## src/rtl/mem_stage.sv

```systemverilog
// mem_stage: MEM pipeline stage running the data-SRAM req/addr_ok/data_ok handshake for loads/stores.
// Optional misaligned-access trap is enabled by defining MEM_ALIGN_CHECK_EN.
//  state | meaning
//  IDLE  | no payload held
//  REQ   | data_req asserted, waiting for addr_ok
//  WAIT  | request accepted, waiting for data_ok
//  DONE  | result ready, waiting for write-back to accept
module mem_stage #(
  parameter int EXE_TO_MEM_BUS_WD = 116,
  parameter int MEM_TO_WB_BUS_WD  = 112,
  parameter int MEM_TO_BY_BUS_WD  = 39
) (
  input  logic                         clk,
  input  logic                         reset,
  input  logic [EXE_TO_MEM_BUS_WD-1:0] EXE_to_MEM_bus,
  input  logic                         EXE_to_MEM_valid,
  output logic                         MEM_allow_in,
  output logic [MEM_TO_WB_BUS_WD-1:0]  MEM_to_WB_bus,
  output logic                         MEM_to_WB_valid,
  input  logic                         WB_allow_in,
  output logic [MEM_TO_BY_BUS_WD-1:0]  MEM_to_BY_bus,
  output logic                         data_req,
  output logic                         data_wr,
  output logic [1:0]                   data_size,
  output logic [31:0]                  data_addr,
  output logic [3:0]                   data_wstrb,
  output logic [31:0]                  data_wdata,
  input  logic                         data_addr_ok,
  input  logic                         data_data_ok,
  input  logic [31:0]                  data_rdata,
  output logic                         mem_align_err
);
  localparam int PL_WD = 112;
  localparam logic [1:0] IDLE = 2'd0, REQ = 2'd1, WAIT = 2'd2, DONE = 2'd3;

  logic [1:0]       state_q, state_d, start_state;
  logic             mem_valid_q, mem_valid_d;
  logic [PL_WD-1:0] payload_q, payload_d;
  logic [31:0]      rdata_q, rdata_d;

  logic        is_load, is_store, is_mem, rf_w_en, rf_w_sel, rf_w_en_eff;
  logic [1:0]  mem_size, ram_wd;
  logic [31:0] store_data, alu_result, inst_pc, r_data, fwd_data;
  logic [2:0]  vstage;
  logic [4:0]  rf_w_addr;
  logic [3:0]  b_en;
  logic        in_is_mem, in_misalign, align_err, data_hit, ready_go, data_valid;
  logic        unused_pad;

  // The top bits of the EXE bus above the 112 payload bits carry nothing.
  assign unused_pad = ^EXE_to_MEM_bus[EXE_TO_MEM_BUS_WD-1:PL_WD];

  assign {is_load, is_store, mem_size, store_data, vstage, rf_w_en, rf_w_sel,
          ram_wd, rf_w_addr, alu_result, inst_pc} = payload_q;
  assign is_mem    = is_load | is_store;
  assign in_is_mem = EXE_to_MEM_bus[111] | EXE_to_MEM_bus[110];

`ifdef MEM_ALIGN_CHECK_EN
  function automatic logic is_misaligned(input logic [1:0] size, input logic [1:0] addr);
    case (size)
      2'd0:    return 1'b0;
      2'd1:    return addr[0];
      default: return |addr;
    endcase
  endfunction
  assign in_misalign = is_misaligned(EXE_to_MEM_bus[109:108], EXE_to_MEM_bus[33:32]);
  assign align_err   = mem_valid_q & is_mem & is_misaligned(mem_size, alu_result[1:0]);
`else
  assign in_misalign = 1'b0;
  assign align_err   = 1'b0;
`endif

  assign start_state = (in_is_mem & ~in_misalign) ? REQ : DONE;
  assign data_hit    = mem_valid_q & data_data_ok &
                       (((state_q == REQ) & data_addr_ok) | (state_q == WAIT));
  assign ready_go    = mem_valid_q & ((state_q == DONE) | data_hit);

  assign MEM_allow_in    = ~mem_valid_q | (ready_go & WB_allow_in);
  assign MEM_to_WB_valid = mem_valid_q & ready_go;

  always_comb begin
    state_d     = state_q;
    mem_valid_d = mem_valid_q;
    payload_d   = payload_q;
    rdata_d     = rdata_q;
    if (data_hit) rdata_d = data_rdata;
    if (MEM_allow_in) begin
      mem_valid_d = EXE_to_MEM_valid;
      if (EXE_to_MEM_valid) begin
        payload_d = EXE_to_MEM_bus[PL_WD-1:0];
        state_d   = start_state;
      end else begin
        state_d = IDLE;
      end
    end else begin
      case (state_q)
        REQ:     if (data_addr_ok) state_d = data_data_ok ? DONE : WAIT;
        WAIT:    if (data_data_ok) state_d = DONE;
        default: state_d = state_q;
      endcase
    end
  end

  always_ff @(posedge clk) begin
    if (!reset) begin
      state_q     <= IDLE;
      mem_valid_q <= 1'b0;
      payload_q   <= '0;
      rdata_q     <= '0;
    end else begin
      state_q     <= state_d;
      mem_valid_q <= mem_valid_d;
      payload_q   <= payload_d;
      rdata_q     <= rdata_d;
    end
  end

  always_comb begin
    b_en = 4'b1111;
    case (mem_size)
      2'd0:    b_en = 4'b0001 << alu_result[1:0];
      2'd1:    b_en = alu_result[1] ? 4'b1100 : 4'b0011;
      default: b_en = 4'b1111;
    endcase
  end

  always_comb begin
    data_wdata = store_data;
    case (mem_size)
      2'd0:    data_wdata = {4{store_data[7:0]}};
      2'd1:    data_wdata = {2{store_data[15:0]}};
      default: data_wdata = store_data;
    endcase
  end

  assign data_req      = mem_valid_q & (state_q == REQ);
  assign data_wr       = is_store;
  assign data_size     = mem_size;
  assign data_addr     = alu_result;
  assign data_wstrb    = is_store ? b_en : 4'b0000;
  assign mem_align_err = align_err;

  // Response data is visible on its data_ok cycle; the register covers write-back stalls.
  assign r_data      = data_hit ? data_rdata : rdata_q;
  assign rf_w_en_eff = rf_w_en & ~align_err;
  assign fwd_data    = (rf_w_addr == 5'd0) ? 32'd0 : (is_load ? r_data : alu_result);
  assign data_valid  = mem_valid_q & (vstage[1] | vstage[0]) & (~is_load | ready_go);

  assign MEM_to_WB_bus = {vstage, rf_w_en_eff, rf_w_sel, ram_wd, b_en, r_data,
                          rf_w_addr, alu_result, inst_pc};
  // 39 bits leave room for one write flag: MEM_valid and rf_w_en share the lsb.
  assign MEM_to_BY_bus = {rf_w_addr, fwd_data, data_valid, mem_valid_q & rf_w_en_eff};
endmodule
```

## config.mk

```make
export PLATFORM = sky130hd
export DESIGN_NAME = mem_stage
export DESIGN_NICKNAME = d
export VERILOG_FILES = /design/src/rtl/mem_stage.sv
export SDC_FILE = /design/constraint.sdc
export NUM_CORES = 1
export LEC_CHECK = 0
export BUFFER_PORTS_ARGS = -buffer_cell sky130_fd_sc_hd__buf_2
export CAP_MARGIN = 20
export CORE_AREA = 2 2 148 150
export CTS_CLUSTER_DIAMETER = 80
export DETAILED_ROUTE_END_ITERATION = 12
export DIE_AREA = 0 0 150 152
export PLACE_DENSITY = 0.67
export SLEW_MARGIN = 20
export SYNTH_ARGS = -nofsm -noshare
export SYNTH_HDL_FRONTEND = slang
export SYNTH_SLANG_ARGS = --single-unit
```

## constraint.sdc

```tcl
create_clock -name clk -period 5.4 [get_ports clk]
set_clock_uncertainty 0.15 [all_clocks]
set_input_delay 1.08 -clock clk [delete_from_list [all_inputs] [get_ports clk]]
set_output_delay 1.08 -clock clk [all_outputs]
set_load 0.1 [all_outputs]
```

# [After elaboration in Yosys (flattened, before gate mapping)]
# Index checks and enable logic that the tools add are counted.
[totals] out_inout_bits=226 ff_bits=147 inputBits=154
[op_classes] bitwise_logic=18 eq_ne=6 muxes=14 n_reduce_logical=5 shifts=1
[op_table] op="32-bit 2-to-1 mux" n=3
[op_table] op="32-bit case mux with 2 select lines" n=1
[op_table] op="1-bit AND" n=10
[op_table] op="2-bit 2-to-1 mux" n=5
[op_table] op="4-bit 2-to-1 mux" n=2
[op_table] op="4-bit case mux with 2 select lines" n=1
[op_table] op="3-bit != test (second input constant)" n=2
[op_table] op="1-bit OR" n=6
[op_table] op="5-bit zero test" n=1
[op_table] op="2-bit by 1-bit == test with 1-bit output (second input constant)" n=2
[op_table] op="2-bit == test (second input constant)" n=2
[op_table] op="2-bit case mux with 2 select lines" n=1
[op_table] op="1-bit by 2-bit left shift with 4-bit output (first input constant)" n=1
[op_table] op="3-bit AND reduction" n=1
[op_table] op="3-bit nonzero test" n=1
[op_table] op="2-bit zero test" n=1
[op_table] op="1-bit NOT" n=2
[op_table] op="2-bit AND reduction" n=1
[op_table] op="1-bit 2-to-1 mux" n=1

# [Longest topological paths before layout]
# Gate-level depths: netlist of the first run.
[depth] depth_word=10 mapped_depth=7 depth_no_buf=4

# [Worst setup path before layout of the first run]
# No wires, ideal clock.
[synth_timing] path_kind="input port to output port" from="input port data_data_ok" to="output port MEM_to_BY_bus[10]" t_required_ns=4.170 path_stages=6 t_arrival_ns=4.643 n_path_buf=2 setup_slack_ns=-0.473 cell_sequence="buf_4 -> nand2_1 -> nand2_1 -> clkbuf_1 -> a21oi_1 -> nor4_1"
[synth_via] elab_chain_cells=5
[synth_rtl] element="start: declaration" line="29" rtl="input logic data_data_ok,"
[synth_rtl] element="1-bit AND (2 in series)" line="74" rtl="assign data_hit = mem_valid_q & data_data_ok &"
[synth_rtl] element="32-bit 2-to-1 mux" line="144" rtl="assign r_data = data_hit ? data_rdata : rdata_q;"
[synth_rtl] element="32-bit 2-to-1 mux (2 in series)" line="146" rtl="assign fwd_data = (rf_w_addr == 5'd0) ? 32'd0 : (is_load ? r_data : alu_result);"
[synth_rtl] element="end: declaration" line="21" rtl="output logic [MEM_TO_BY_BUS_WD-1:0] MEM_to_BY_bus,"
# No other way between the ends.

# [Worst setup path in the final report of the first run]
[layout_timing] from="input port data_data_ok" to="output port MEM_to_WB_bus[100]"
[layout_via] elab_chain_cells=3
[layout_rtl] element="1-bit AND (2 in series)" line="74"
[layout_rtl] element="32-bit 2-to-1 mux" line="144"
[layout_rtl] element="end: declaration" line="18" rtl="output logic [MEM_TO_WB_BUS_WD-1:0] MEM_to_WB_bus,"
# No other way between the ends.

==> summary.txt, run 1 <==
Hold path
  • Hold Path Stages: 2
  • Endpoint, Worst Hold: payload_q[9]
  • HP Class: flop to flop
  • Hold Path Origin: payload_q[9]

Power
  • Power Total: between 3 and 4 mW
  • Leak: 4.652 nW
  • Maximum vdd drop: 0.1858 mV
  • PD cells: approximately 370 nW/um2

Setup path
  • CP required: around 4.2 ns
  • Startpoint Class: input port
  • Crit path kind: input port to primary output
  • Crit-path slowest cell: buf_4
  • Worst Setup End Kind: primary output
  • Worst r2r path cells: 5
  • Crit Path Max Fanout: 32
  • Worst R2R Setup Slack: 3.03 ns
  • CP arrival: roughly 2.8 ns
  • CP max stage delay: 0.51 ns
  • FF-to-FF End: payload_q[7]
  • Worst reg2reg path startpoint: state_q[0]
  • Most used cell, CP: buf_2
  • Critical path cell sequence: buf_2 -> nand2_1 -> a21oi_4 -> buf_4 -> mux2_2 -> buf_2

Detailed routing
  • Routed vias: around 7,000
  • Final WL: about 23 mm
  • DRT Pass-1 Iters: 4
  • Initial DRC Count: between 200 and 300
  • Vias/cell: ~4.8
  • DR WL/cell: between 15 and 20 um
  • DRC: 0
  • Antenna violation net count after detailed routing: 0

GRT
  • Antenna violations before repair: 5
  • Pin count of the biggest net entering global routing: slightly above 80
  • Global-route wire length before repair: 35.71 mm
  • Vias in the first global route: 6,723
  • GRT Total Usage: 19.78%
  • Gr ovfl total: 0

Timing
  • Setup violators final: 0
  • Final WS setup: ~1.4 ns
  • Unrepaired setup endpoints after global routing: false
  • Setup TNS Final: 0 ns
  • Slew margin rel.: 41.87%
  • Min cycle time layout: 4.022 ns
  • Final worst path period share: 74.49%
  • FMAX: ~250 MHz
  • Fin. Hold Viols: 0
  • Final Hold Slack: approximately 0.3 ns
  • Slew of the pin with the lowest slew margin: 0.8720 ns
  • Max-slew violations: 0

Floorplan
  • DIE WIDTH: 150 um
  • Die footprint: 22,800 um2
  • Starting density of the core: between 30% and 40%
  • Die height: approximately 150 um
  • Rows: 54
  • Number of top-level pins: 380
  • Core Footprint: 21,350 um2

Finish
  • Reg area: just under 3000 um2
  • Nets@finish: 1,320
  • Area delta synth->final: 22.76%
  • Ratio of cells with drive above 1 in the final layout: roughly 43%
  • Multi-input gate area: approximately 3800 um2
  • Fill cells: between 2,000 and 2,500

Placed design
  • Final HPWL DP: 16.50 mm
  • Placer Congestion: just under 0.8
  • Port bufs: approximately 370
  • Dpl ws: 1.375 ns

Synth
  • Post-synthesis sequential area ratio: 37.38%
  • Ys async rst share: 0%
  • Synth Flop Type: dfxtp_1
  • #FFs+latches synth: about 150
  • Syn Inst Count: roughly 950
  • Synth area leader: dfxtp_1
  • Warnings, synthesis: 0
  • Post-Syn Area: ~7900 um2
  • Syn_area_per_cell: between 8 and 9 um2
  • Syn Nets: between 1,000 and 1,500
  • Area fraction of the dominant cell type after synthesis: a little under two fifths
  • Commonest cells in the netlist: 234 x nand2_1, 147 x dfxtp_1, 140 x buf_4
  • Most frequent cell after synthesis: nand2_1
  • EDFF count, synth: 0
  • Cells taking the most area after synthesis: dfxtp_1 37%, buf_4 13%, nand2_1 11%, a21boi_1 7.6%, mux2_4 5.7%
  • Number of distinct library cells after synthesis: 36

Clock network
  • Root buffer cell: clkbuf_16
  • # hold bufs at CTS: 0
  • Sink Count: between 100 and 150
  • CTS tree: done
  • Reg clk slew, reported paths: 0.07 ns
  • Clock buffer depth: 2
  • # resized after CTS: 0
  • Num CTS Buffers: 17
  • Clk_lat worst skew: 0.41 ns
  • CTS H-tree depth: 4
  • Post-CTS setup buffer count: 0

Run status
  • Outcome: complete, no violations

Flow run
  • Maximum Capacitance Violations: 0
cells in the final DEF (no fill, tap or decap), types with 8 or more instances in the layout:
cell type / count
a21boi_0: 35
buf_4: 13
a21boi_1: 80
buf_2: 373
and2_1: 38
clkbuf_16: 17
nor2_1: 66
nor4_2: 32
nand2_1: 234
dfxtp_1: 147
mux2_2: 18
o21ai_0: 9
a21oi_1: 35
mux2_4: 30
mux2i_1: 8
report_power, final:
part           switching (mW)  internal [mW]
Combinational           0.989          0.218
Sequential             0.0528           1.14
Clock                   0.493          0.688
per-layer routing:
| metal | routed length (um) | GRT usage [%] | part of all wire [%] | vias up |
|---|---|---|---|---|
| met1 | 9558 | 22.78 | 41 | 3260 |
| li1 | - | - | - | 3430 |
| met3 | 1814 | 6.246 | 7.8 | 36 |
| met5 | 26 | 0 | 0.11 | - |
| met2 | 11490 | 34.25 | 49 | 269 |
| met4 | 470 | 7.008 | 2.0 | 4 |
metrics by stage:
| stage | std cells | util [%] | area (um2) |
|---|---|---|---|
| 2_1_floorplan | 952 | - | 8073 |
| 3_3_place_gp | 1427 | 42.51 | 9076 |
| 3_5_place_dp | 1427 | 42.51 | 9076 |
| 4_1_cts | 1458 | 45.23 | 9657 |
| 5_1_grt | 1459 | 45.24 | 9659 |
| 6_report | 1461 | 45.26 | 9664 |
worst max-delay path by stage:
stage,start,end,slack (ns),depth (start not counted)
finish,data_data_ok,MEM_to_WB_bus[100],1.38,6
global route,payload_q[65],MEM_to_BY_bus[3],1.25,5
CTS,payload_q[65],MEM_to_BY_bus[3],1.36,5
detailed placement,data_data_ok,MEM_to_WB_bus[100],1.38,6
global placement,data_addr_ok,MEM_to_BY_bus[23],1.38,7
floorplan,data_data_ok,MEM_to_BY_bus[10],0.70,6
kinds of logic after synthesis:
logic type	after synthesis	share of synthesized area, %
other	1	0.04763
flip-flops	147	37.38
AO/OA/AOI/OAI	171	15.15
multiplexers	56	9.313
buffers and inverters	195	17.16
AND/OR/NAND/NOR	382	20.95
final cells by class:
| type | count | share of cell area, % |
|---|---|---|
| timing repair buffer | 386 | 20.33 |
| clock inverter | 13 | 1.567 |
| clock buffer | 18 | 4.441 |
| inverter | 4 | 0.1554 |
| sequential | 147 | 30.45 |
| multi-input combinational | 610 | 39.36 |
| tap | 280 | 3.625 |
| antenna | 3 | 0.07768 |
sequential cells by signal, indices dropped and copies added, names as in the netlist:
name,cells
state_q,2
rdata_q,32
mem_valid_q,1
payload_q,112
critical path: cells and delay by family:
family                 cells  cell delay (ns)
AO/OA/AOI/OAI              1             0.14
AND/OR/NAND/NOR            1             0.13
buffers and inverters      3             1.12
multiplexers               1             0.30
No activity file was read; power rests on OpenSTA's default activity.
==> run 2, diff against run 1 <==
- ABC_AREA: unset -> 1
- CORE_AREA: 2 2 148 150 -> 2 2 149 151
- DIE_AREA: 0 0 150 152 -> 0 0 151 153
- PLACE_DENSITY: 0.67 -> 0.69
- clock period: 5.4 -> 3.8 ns (I/O delays scaled with it)
==> run 2 against run 1 <==
Count of clock-buffer cells in the layout up 2; total power is 62% higher; first-iteration DRC count is 20% higher; highest routed layer is now met4; sequential share of layout area down 1.6 points; synthesized area up 8.3%; design area up 5.6%; die area increased by 1.3%; sequential power rose by 45%; routed wire length is 4.5% higher.
==> summary.txt, run 2 <==
Run status
  • Outcome: complete, no violations

Synth
  • Post-synthesis sequential area ratio: 34.52%
  • Warnings, synthesis: 0
  • Area fraction of the dominant cell type after synthesis: between 30% and 40%
  • EDFF count, synth: 0
  • #FFs+latches synth: ~150
  • Syn_area_per_cell: 6.552 um2
  • Number of distinct library cells after synthesis: 28
  • Syn Nets: approximately 1,500
  • Commonest cells in the netlist: 227 x inv_1, 205 x nand2_1, 150 x nor2_1
  • Most frequent cell after synthesis: inv_1
  • Syn Inst Count: around 1,300
  • Ys async rst share: 0%
  • Synth Flop Type: dfxtp_1
  • Post-Syn Area: between 8000 and 9000 um2
  • Synth area leader: dfxtp_1
  • Cells taking the most area after synthesis: dfxtp_1 35%, buf_4 12%, inv_1 10%, nand2_1 9.0%, a21oi_1 6.9%

GRT
  • Met1 GRT Util: a little under a quarter
  • Antenna violations before repair: 1
  • Global-route wire length before repair: 37.29 mm
  • Vias in the first global route: 7,239
  • Gr ovfl total: 0
  • Pin count of the biggest net entering global routing: 132
  • GR Util met2: a little over a third
  • GR Util met3: under 10%
  • Global routing's busiest layer: met2
  • GRT Total Usage: between 20% and 30%

Timing
  • Fin. Hold Viols: 0
  • FMAX: 301.2 MHz
  • Unrepaired setup endpoints after global routing: false
  • Slew margin rel.: a little under three fifths
  • Max-slew violations: 0
  • Min cycle time layout: about 3.3 ns
  • Slew of the pin with the lowest slew margin: ~0.66 ns
  • Final worst path period share: approximately 87%
  • Final Hold Slack: 0.3227 ns
  • Setup violators final: 0

Clock network
  • Reg clk slew, reported paths: 0.06 ns
  • Sink Count: about 150
  • Post-CTS setup buffer count: 0
  • # hold bufs at CTS: 0
  • Root buffer cell: clkbuf_16
  • CTS H-tree depth: 4
  • Clock buffer depth: 2
  • Num CTS Buffers: 17
  • Clk_lat worst skew: just over 0.4 ns
  • CTS tree: done
  • # resized after CTS: 0

Detailed routing
  • Routed vias: around 8,000
  • DR WL/cell: approximately 14 um
  • DRC: 0
  • Initial DRC Count: approximately 340
  • Vias/cell: 4.562
  • Antenna violation net count after detailed routing: 0
  • Final WL: between 20 and 25 mm
  • DRT Pass-1 Iters: 4

Finish
  • Max FFs per register: about 110
  • Biggest regs: payload_q (112), rdata_q (32), state_q (2)
  • Most common cell after layout, fill and taps aside: buf_2
  • Ratio of cells with drive above 1 in the final layout: slightly below 30%
  • Multi-input gate area: 3331 um2
  • Area delta synth->final: 19.73%
  • Most frequent cells in the layout: 368 x buf_2, 227 x inv_1, 205 x nand2_1
  • Nets@finish: between 1,500 and 2,000
  • Fill cells: ~2,300
  • Most flop-heavy register: payload_q
  • Reg area: roughly 2900 um2

Setup path
  • Most used cell, CP: buf_2
  • Startpoint Class: input port
  • Crit path kind: input port to primary output
  • Crit-path slowest cell: buf_2
  • Cell family with most CP delay: buffers and inverters
  • Worst Setup End Kind: primary output
  • CP required: between 2 and 3 ns
  • CP max stage delay: 0.41 ns
  • Critical path cell sequence: buf_2 -> nand3_2 -> nand2_2 -> nand2_4 -> buf_4 -> nand2_1 -> o21ai_1 -> o21bai_1 -> inv_1 -> buf_2
  • Crit Path Max Fanout: 21
  • CP arrival: 2.41 ns
  • Crit path buf inv count: 4

Floorplan
  • DIE WIDTH: approximately 150 um
  • Number of top-level pins: 380
  • Rows: 54
  • Die height: about 150 um
  • Die footprint: roughly 23,000 um2
  • Core Footprint: around 21,000 um2
  • Starting density of the core: 39.68%

Power
  • Power Total: 5.803 mW
  • Leak: between 5 and 6 nW
  • Maximum vdd drop: roughly 0.29 mV
  • PD cells: between 500 and 600 nW/um2

Hold path
  • HP Class: flop to flop

Flow run
  • Maximum Capacitance Violations: 0

Placed design
  • Port bufs: 374
  • Final HPWL DP: about 18 mm
  • Placer Congestion: between 0.8 and 0.9
## run 2: cell type report
class / instances / share of cell area, %
Clock buffer: 20 / 4.475
Tap cell: 280 / 3.433
Timing Repair Buffer: 393 / 20.78
Clock inverter: 12 / 1.398
Antenna cell: 1 / 0.02452
Multi-Input combinational cell: 712 / 32.63
Sequential cell: 147 / 28.83
Inverter: 229 / 8.422
## run 2: power by group
group | internal, mW | switching, mW | total [mW]
registers | 1.65 | 0.0837 | 1.73
logic | 0.400 | 1.95 | 2.35
clock network | 1.02 | 0.706 | 1.72
## run 2: layer usage
| layer | up-vias | routed length (um) |
|---|---|---|
| li1 | 4263 | - |
| met1 | 3648 | 10300 |
| met2 | 259 | 12050 |
| met3 | 15 | 1762 |
| met4 | 0 | 296 |
| met5 | - | 0 |
## run 2: per-stage QoR
stage / cells / area (um2) / setup WS, ns / utilization, % / TNS (ns)
floorplan: 1301 / 8562 / -0.5590 / - / -6.483
global placement: 1761 / 9604 / 0.5548 / 44.70 / 0
detailed placement: 1761 / 9604 / 0.4592 / 44.70 / 0
CTS: 1793 / 10200 / 0.4338 / 47.49 / 0
global route: 1793 / 10200 / 0.2712 / 47.49 / 0
finish: 1794 / 10210 / 0.4802 / 47.50 / 0
## run 2: path summary, 6_finish.rpt
check,startpoint,to,slack (ns),depth (start not counted)
setup / recovery,data_addr_ok,MEM_to_BY_bus[19],0.48,10
hold / removal,payload_q[17],payload_q[17],0.32,2
setup reg to reg,state_q[0],payload_q[105],1.42,10
hold reg to reg,payload_q[17],payload_q[17],0.32,2
## run 2: worst min-delay path: cells and delay by family, from the launching register on
family           cells  cell delay (ns)
AO/OA/AOI/OAI        1             0.04
flip-flops           1             0.32
AND/OR/NAND/NOR      1             0.08
## run 2: cells by family after synthesis
kind of cell | after synthesis | synth area share [%]
AO/OA/AOI/OAI | 230 | 15.04
buffers and inverters | 442 | 26.95
flip-flops | 147 | 34.52
AND/OR/NAND/NOR | 481 | 23.44
other | 1 | 0.04399
==> run 3, diff against run 2 <==
- CTS_BUF_LIST: unset -> sky130_fd_sc_hd__clkbuf_16
- CTS_CLUSTER_DIAMETER: 80 -> unset
==> run 3 against run 2 <==
Design area decreased by 0.20%; register-to-register slack about the same; sequential power about the same; via count increased by 0.33%; largest power group unchanged; sequential cell count unchanged; sequential share of layout area increased by 0.057 points; combinational power about the same; highest routed layer unchanged; count of clock-buffer cells in the layout decreased by 3; final cell count unchanged; largest cell class unchanged.
==> summary.txt, run 3 (synthesis results as in run 2) <==
GRT
  • Antenna violations before repair: 1
  • Vias in the first global route: 7,230
  • GRT Total Usage: between 20 and 25%
  • Global-route wire length before repair: ~37 mm
  • Gr ovfl total: 0
  • Pin count of the biggest net entering global routing: 132

Clock network
  • # hold bufs at CTS: 0
  • Reg clk slew, reported paths: approximately 0.06 ns
  • CTS tree: done
  • Clock buffer depth: 2
  • Clk_lat worst skew: ~0.4 ns
  • Post-CTS setup buffer count: 0
  • Sink Count: approximately 150
  • CTS H-tree depth: 4
  • Root buffer cell: clkbuf_16
  • Num CTS Buffers: 17
  • # resized after CTS: 0

Finish
  • Finished Cell Area: 10,190 um2
  • Area delta synth->final: 19.49%
  • Reg area: between 2000 and 3000 um2
  • Max FFs per register: ~110
  • Most common cell after layout, fill and taps aside: buf_2
  • Most frequent cells in the layout: 368 x buf_2, 228 x inv_1, 205 x nand2_1
  • Nets@finish: 1,654
  • Most flop-heavy register: payload_q
  • Biggest regs: payload_q (112), rdata_q (32), state_q (2)
  • Ratio of cells with drive above 1 in the final layout: between 20% and 30%
  • Fill cells: between 2,000 and 2,500
  • Final std cells w/o fill: approximately 1,800
  • Multi-input gate area: about 3300 um2
  • Final Util: 47.41%

Power
  • PD cells: 564.9 nW/um2
  • Power Total: roughly 5.8 mW
  • Leak: just under 6 nW
  • Maximum vdd drop: about 0.29 mV

Floorplan
  • Die footprint: approximately 23,000 um2
  • Die height: ~150 um
  • Rows: 54
  • Starting density of the core: around two fifths
  • Core Footprint: ~21,000 um2
  • Number of top-level pins: 380
  • DIE WIDTH: ~150 um

Timing
  • Unrepaired setup endpoints after global routing: false
  • Min cycle time layout: ~3.3 ns
  • Max-slew violations: 0
  • Fin. Hold Viols: 0
  • Final Hold Slack: 0.3228 ns
  • Slew of the pin with the lowest slew margin: 0.6496 ns
  • Slew margin rel.: 56.70%
  • Setup violators final: 0
  • Setup TNS Final: 0 ns
  • FMAX: ~300 MHz
  • Final worst path period share: slightly below 90%
  • Final WS setup: around 0.48 ns

Setup path
  • Startpoint Class: input port
  • FF-to-FF End: payload_q[105]
  • CP arrival: 2.41 ns
  • CP required: between 2 and 3 ns
  • Worst R2R Setup Slack: roughly 1.4 ns
  • Crit path kind: input port to primary output
  • Crit Path Max Fanout: 21
  • Worst reg2reg path startpoint: state_q[0]
  • Worst r2r path cells: 10
  • Worst Setup End Kind: primary output

Placed design
  • Placed cell count: 1,761
  • Port bufs: 374
  • Dpl ws: 0.4592 ns
  • DP Area: approximately 9600 um2
  • Final HPWL DP: about 18 mm
  • Placer Congestion: 0.8364

Detailed routing
  • Final WL: 24.32 mm
  • Routed vias: between 8,000 and 9,000
  • Initial DRC Count: between 300 and 400
  • DR WL/cell: roughly 14 um
  • Vias/cell: 4.577
  • DRC: 0
  • DRT Pass-1 Iters: 5
  • Antenna violation net count after detailed routing: 0

Hold path
  • Hold Path Stages: 2
  • Hold Path Origin: payload_q[17]
  • HP Class: flop to flop
  • Endpoint, Worst Hold: payload_q[17]

Run status
  • Outcome: complete, no violations

Flow run
  • Maximum Capacitance Violations: 0
## run 3: layout make-up
| class | count | share of cell area [%] |
|---|---|---|
| diodes | 1 | 0.02457 |
| flip-flops and latches | 147 | 28.89 |
| clock buffers | 17 | 4.176 |
| well taps | 280 | 3.439 |
| inverters | 229 | 8.439 |
| clock inverters | 15 | 1.511 |
| multi-input cells | 712 | 32.70 |
| repair buffers | 393 | 20.82 |
## run 3: how the worst max path moves through the flow
| stage | from | to | slack [ns] | depth (start not counted) |
|---|---|---|---|---|
| CTS | state_q[0] | MEM_to_BY_bus[19] | 0.43 | 10 |
| global route | state_q[0] | MEM_to_BY_bus[8] | 0.27 | 10 |
| finish | data_addr_ok | MEM_to_BY_bus[19] | 0.48 | 10 |
| detailed placement | data_addr_ok | MEM_to_BY_bus[19] | 0.46 | 10 |
| floorplan | data_addr_ok | MEM_to_BY_bus[13] | -0.56 | 8 |
| global placement | data_addr_ok | MEM_to_BY_bus[19] | 0.55 | 10 |
## run 3: metal layers
| layer | GRT usage (%) | routed length [um] | part of all wire [%] |
|---|---|---|---|
| met5 | 0 | 0 | 0 |
| met4 | 4.628 | 296 | 1.2 |
| met3 | 5.910 | 1785 | 7.3 |
| met2 | 36.17 | 12070 | 50 |
| met1 | 23.92 | 10170 | 42 |
## run 3: power by group
group / internal [mW] / switching (mW) / total, mW
logic: 0.400 / 1.95 / 2.35
registers: 1.65 / 0.0838 / 1.73
clock network: 0.972 / 0.701 / 1.67
## run 3: critical path, stage by stage
cell      delay (ns)
buf_2           0.11
nand3_2         0.09
nand2_2         0.07
nand2_4         0.26
buf_4           0.30
nand2_1         0.08
o21ai_1         0.17
o21bai_1        0.09
inv_1           0.06
buf_2           0.41
